<file path="src/rtl/pipelined_add_sub.sv">
// rtl/pipelined_add_sub.sv - pipelined N-bit adder/subtractor with valid/ready streaming
//
// Purpose:
//   Adds or subtracts two N-bit operands. The carry chain is cut into STAGES
//   registered segments of W = N/STAGES bits. Stage k adds bits [k*W +: W];
//   the not-yet-added operand slices travel with the carry. Status flags are
//   formed in the last stage and registered together with the result.
//   Subtract is computed as A + ~B + 1, so C_In only matters when adding.
//
// Configuration macro:
//   SATURATE_EN - when defined, an overflowing result is clamped to the limit
//                 of the selected mode; Overflow is still reported.
//
// Ports:
//   clk, rst_n             clock (rising edge), asynchronous active-low reset
//   In_Valid / In_Ready    operand handshake
//   A, B, C_In             operands and carry in
//   Add_Sub                1 = A+B+C_In, 0 = A-B
//   Signed                 1 = two's-complement, 0 = unsigned
//   Out_Valid / Out_Ready  result handshake
//   Out                    N-bit result
//   Carry_Out              raw MSB carry (subtract: 1 = no borrow)
//   Overflow               result not representable in the selected mode
//   Zero                   Out == 0
module pipelined_add_sub #(
  parameter int N      = 8,
  parameter int STAGES = 2
) (
  input  logic         clk,
  input  logic         rst_n,
  input  logic         In_Valid,
  output logic         In_Ready,
  input  logic [N-1:0] A,
  input  logic [N-1:0] B,
  input  logic         C_In,
  input  logic         Add_Sub,
  input  logic         Signed,
  output logic         Out_Valid,
  input  logic         Out_Ready,
  output logic [N-1:0] Out,
  output logic         Carry_Out,
  output logic         Overflow,
  output logic         Zero
);

  localparam int W = N / STAGES;
  localparam int L = STAGES - 1;

  // The whole pipeline moves as one; a stalled output freezes every stage.
  logic advance;
  assign advance  = !Out_Valid || Out_Ready;
  assign In_Ready = advance;

  genvar k;
  for (k = 0; k < STAGES; k++) begin : g_stage
    // Operand slices still to be added: bits [N-1:k*W] of A and effective B.
    logic [N-k*W-1:0]   a_in;
    logic [N-k*W-1:0]   b_in;
    logic               c_in;
    logic               v_in;
    logic               sg_in;
    logic               add_in;
    logic [W:0]         seg;
    logic [(k+1)*W-1:0] s_next;

    assign seg = {1'b0, a_in[W-1:0]} + {1'b0, b_in[W-1:0]} + {{W{1'b0}}, c_in};

    if (k == 0) begin : g_src
      assign a_in   = A;
      assign b_in   = Add_Sub ? B : ~B;
      assign c_in   = Add_Sub ? C_In : 1'b1;
      assign v_in   = In_Valid;
      assign sg_in  = Signed;
      assign add_in = Add_Sub;
      assign s_next = seg[W-1:0];
    end else begin : g_src
      assign a_in   = g_stage[k-1].g_reg.a_q;
      assign b_in   = g_stage[k-1].g_reg.b_q;
      assign c_in   = g_stage[k-1].g_reg.c_q;
      assign v_in   = g_stage[k-1].g_reg.v_q;
      assign sg_in  = g_stage[k-1].g_reg.sg_q;
      assign add_in = g_stage[k-1].g_reg.add_q;
      assign s_next = {seg[W-1:0], g_stage[k-1].g_reg.s_q};
    end

    // The last stage has no register of its own here; its result feeds the
    // output register below together with the flags.
    if (k < L) begin : g_reg
      logic [N-(k+1)*W-1:0] a_q;
      logic [N-(k+1)*W-1:0] b_q;
      logic [(k+1)*W-1:0]   s_q;
      logic                 c_q;
      logic                 v_q;
      logic                 sg_q;
      logic                 add_q;

      always_ff @(posedge clk or negedge rst_n) begin
        if (!rst_n) begin
          a_q   <= '0;
          b_q   <= '0;
          s_q   <= '0;
          c_q   <= 1'b0;
          v_q   <= 1'b0;
          sg_q  <= 1'b0;
          add_q <= 1'b0;
        end else if (advance) begin
          v_q <= v_in;
          if (v_in) begin
            a_q   <= a_in[N-k*W-1:W];
            b_q   <= b_in[N-k*W-1:W];
            s_q   <= s_next;
            c_q   <= seg[W];
            sg_q  <= sg_in;
            add_q <= add_in;
          end
        end
      end
    end
  end

  logic [N-1:0] fin_sum;
  logic         fin_c;
  logic         fin_v;
  logic         fin_sg;
  logic         fin_add;
  logic         a_msb;
  logic         b_msb;
  logic         ovf;
  logic [N-1:0] res;

  assign fin_sum = g_stage[L].s_next;
  assign fin_c   = g_stage[L].seg[W];
  assign fin_v   = g_stage[L].v_in;
  assign fin_sg  = g_stage[L].sg_in;
  assign fin_add = g_stage[L].add_in;
  assign a_msb   = g_stage[L].a_in[W-1];
  assign b_msb   = g_stage[L].b_in[W-1];

  // b_msb is the sign of the effective (already inverted for subtract) B.
  assign ovf = fin_sg ? ((a_msb == b_msb) && (fin_sum[N-1] != a_msb))
                      : (fin_add ? fin_c : !fin_c);

`ifdef SATURATE_EN
  // Signed overflow direction follows the common operand sign: a positive
  // operand pair can only overflow upwards.
  always_comb begin
    res = fin_sum;
    if (ovf) begin
      if (fin_sg)
        res = a_msb ? {1'b1, {(N-1){1'b0}}} : {1'b0, {(N-1){1'b1}}};
      else
        res = fin_add ? {N{1'b1}} : {N{1'b0}};
    end
  end
`else
  assign res = fin_sum;
`endif

  always_ff @(posedge clk or negedge rst_n) begin
    if (!rst_n) begin
      Out_Valid <= 1'b0;
      Out       <= '0;
      Carry_Out <= 1'b0;
      Overflow  <= 1'b0;
      Zero      <= 1'b0;
    end else if (advance) begin
      Out_Valid <= fin_v;
      if (fin_v) begin
        Out       <= res;
        Carry_Out <= fin_c;
        Overflow  <= ovf;
        Zero      <= (res == '0);
      end
    end
  end

endmodule

</file>
<file path="config.mk">
export PLATFORM = sky130hd
export DESIGN_NAME = pipelined_add_sub
export DESIGN_NICKNAME = d
export VERILOG_FILES = /design/src/rtl/pipelined_add_sub.sv
export SDC_FILE = /design/constraint.sdc
export NUM_CORES = 1
export LEC_CHECK = 0
export CORE_MARGIN = 5
export CORE_UTILIZATION = 30
export CTS_BUF_LIST = sky130_fd_sc_hd__clkbuf_8
export DETAILED_ROUTE_END_ITERATION = 10
export SLEW_MARGIN = 15
export SYNTH_ARGS = -nofsm -noshare
export SYNTH_HDL_FRONTEND = slang
export SYNTH_SLANG_ARGS = --single-unit
</file>
<file path="constraint.sdc">
create_clock -name clk -period 4.4 [get_ports clk]
set_input_delay 0.88 -clock clk [delete_from_list [all_inputs] [get_ports clk]]
set_output_delay 0.88 -clock clk [all_outputs]
set_load 0.02 [all_outputs]
</file>
==> impl_metrics.yaml <==
run_status:
  outcome: "finished clean"
logic_synthesis:
  synthCells: 125
  yosys.area_share.simple: 0.104
  synthAdderAreaFrac: 0.107
  ys_types: 28
  synth-compound-area-share: 0.0930
  synth_seq_cells: 28
  syn_nets: 158
  synth-xor-area-share: 0.0724
  synth.mux.area_fraction: 0.109
  synth_area_um2: 1450
  synth.avg_cell_area_um2: 11.6
  synth_top_family_by_area: "multiplexers"
  yosysSeqAreaShare: 0.482
  synth_warnings: 0
global_route:
  grt.total_usage: 0.0908
  grt_pass1_vias: 1021
  overflow: 0
  antenna_found_initial: 0
  grt_max_degree: 24
  grt_pass1_wl_um: 4610
worst_setup_path:
  reg2reg_depth: 6
  critPathKind: "in -> out"
  cp.depth: 3
  r2r_start: "g_stage[0].g_reg.a_q[0]"
  r2r_end: "Zero"
  cpMaxStageDelayCell: "clkdlybuf4s50_1"
  crit_top_cell: "clkdlybuf4s50_1"
  end_kind: "output port"
  crit_family: "buffers and inverters"
  r2r_setup_slack_ns: 2.29
  worstPathCellList: "clkdlybuf4s50_1, nand2b_2, clkdlybuf4s50_1"
  crit_path_max_incr_delay_ns: 0.64
  start_kind: "primary input"
  worstPathRequired_ns: 3.52
  crit_buf_inv: 2
  crit_arrival_ns: 2.18
  worstPathMaxFanout: 8
route:
  wl_um: 2740
  ant_nets: 0
  drtPass1Iterations: 4
  dr.first_iter.drc_count: 43
  vias: 1003
  drcViolationCount: 0
  wl_per_cell_um: 12.1
  viasPerCell: 4.42
power_and_ir_drop:
  power_w: 0.000962
  ir_drop_mv: 0.194
  total_switching_power_w: 0.000308
  powerDensity_nw_per_um2: 498
  pwr-share-seq: 0.397
  combPwrFrac: 0.396
  p_int_w: 0.000654
  netSwitchingFraction: 0.320
  clkPwrFrac: 0.207
  p_leak_nw: 0.820
final_layout:
  drive_gt1_frac: 0.131
  utilization: 0.409
  num-nets-final: 194
  fill_cells: 453
  multi_input_area_um2: 704
  final_cell_mix: "clkdlybuf4s50_1, dfrtp_1, mux2_2, nand2_1, o21ai_0"
  layout_commonest_cell: "clkdlybuf4s50_1"
  synthToLayoutAreaGrowth_pct: 33.1
  diodes: 0
  regArea_um2: 701
floorplanning:
  initial_core_util: 0.308
  core_um2: 4720
  die_width_um: 79.6
  num_rows: 25
  dieArea_um2: 6330
  die-height_um: 79.6
  io_pins: 36
timing:
  layout_setup_ws_ns: 1.34
  skew_ns: 0.00532
  hold_violations: 0
  min_period_ns: 3.06
  worstMarginPinSlew_ns: 0.810
  final_max_slew_viol_count: 0
  setup_tns_ns: 0
  grt_setup_unrepaired: "false"
  clock.fmax_ghz: 0.327
  setup_violations: 0
  min_period_over_period: 0.696
  slew_headroom: 0.459
hold_path:
  min-delay-start: "Out[7]"
  hold_path_end: "Out[7]"
  hold_class: "reg -> reg"
  whs_path_depth: 2
cts:
  numCtsBuffers: 3
  cts_tree: "done"
  clock_path_buffers: 2
  clkSlewWorstSetupHoldPaths_ns: 0.09
  cts_hold_buf: 0
  cts_sinks: 28
  clk_latency_ns: 0.27
  post-cts-setup-buffers: 0
  cts_max_level: 1
  ctsResizeCount: 0
  cts-root-buf: "clkbuf_8"
place:
  place_ws_ns: 1.09
  gp_congestion: 0.760
  dpl.hpwl_um: 2200
  io_buffers: 35
flow_run:
  maxCapViolations: 0
==> registers in the layout, indices dropped and copies added, names as in the netlist, 4 cells and up <==
name / cells
g_stage.g_reg.b_q: 4
g_stage.g_reg.s_q: 4
g_stage.g_reg.a_q: 4
Out: 8
==> through the flow <==
stage,instance area (um2),std cells,hold slack (ns)
floorplan,1450,125,0.454
global placement,1860,223,0.463
detailed placement,1860,223,0.475
CTS,1930,227,0.497
global route,1930,227,0.524
finish,1930,227,0.489
==> logic make-up after synthesis <==
family / after synthesis
simple gates: 29
flops: 28
compound gates: 23
mux: 14
xor+xnor: 12
fa+ha+maj: 10
buf+inv: 9
==> worst max path at each step <==
stage | from | endpoint | slack [ns]
after floorplan | Add_Sub | g_stage[0].g_reg.c_q | 1.87
after global placement | Add_Sub | g_stage[0].g_reg.c_q | 1.17
after detailed placement | Add_Sub | g_stage[0].g_reg.c_q | 1.09
after CTS | Out_Ready | In_Ready | 1.32
after global routing | Out_Ready | In_Ready | 1.26
final | Out_Ready | In_Ready | 1.34
==> layer usage <==
layer	wire, um	vias to the layer above	GRT usage
li1	-	496	-
met1	1170	483	0.106
met2	1420	20	0.164
met3	107	4	0.0113
met4	46	0	0.0412
met5	0	-	0
==> cell usage after synthesis <==
library cell  count  area [um2]
dfrtp_1          28         701
o2bb2ai_1         1        8.76
fa_1              4        80.1
nand3_1           4        20.0
xnor2_1           5        43.8
a22o_1            1        8.76
nand2_1          14        52.6
a21boi_0          1        7.51
o21ai_0          12        60.1
nand2b_2          1        8.76
nor2_1            2        7.51
a21oi_1           4        20.0
a21o_1            3        22.5
nand2b_1          3        18.8
clkbuf_1          1        3.75
or4_1             1        7.51
ha_1              6        75.1
mux2_2           14         158
nand4b_1          1        8.76
nor4_1            1        6.26
nand2_4           1        11.3
inv_1             4        15.0
xor2_1            7        61.3
buf_4             1        7.51
or4b_1            1        10.0
a211oi_1          1        7.51
buf_2             2        10.0
buf_6             1        11.3
==> worst min-delay path, delay by kind of cell, from the launching register on <==
kind / cells / cell delay [ns]
flops: 1 / 0.35
simple gates: 1 / 0.04
compound gates: 1 / 0.06
==> cell type report <==
type	count	area share
clock inverter	1	0.0155
multi-input combinational	88	0.364
clock buffer	3	0.0214
tap	67	0.0434
sequential	28	0.362
timing repair buffer	36	0.185
inverter	4	0.00777
==> power groups by stage <==
stage / registers, W / logic, W / clock network, W
2_1_floorplan: 0.000438 / 0.000173 / 0
3_3_place_gp: 0.000386 / 0.000380 / 0
3_5_place_dp: 0.000391 / 0.000386 / 0
4_1_cts: 0.000385 / 0.000390 / 0.000205
5_1_grt: 0.000396 / 0.000419 / 0.000215
6_report: 0.000382 / 0.000381 / 0.000199
Note: power is estimated with default switching activity, not from simulation.
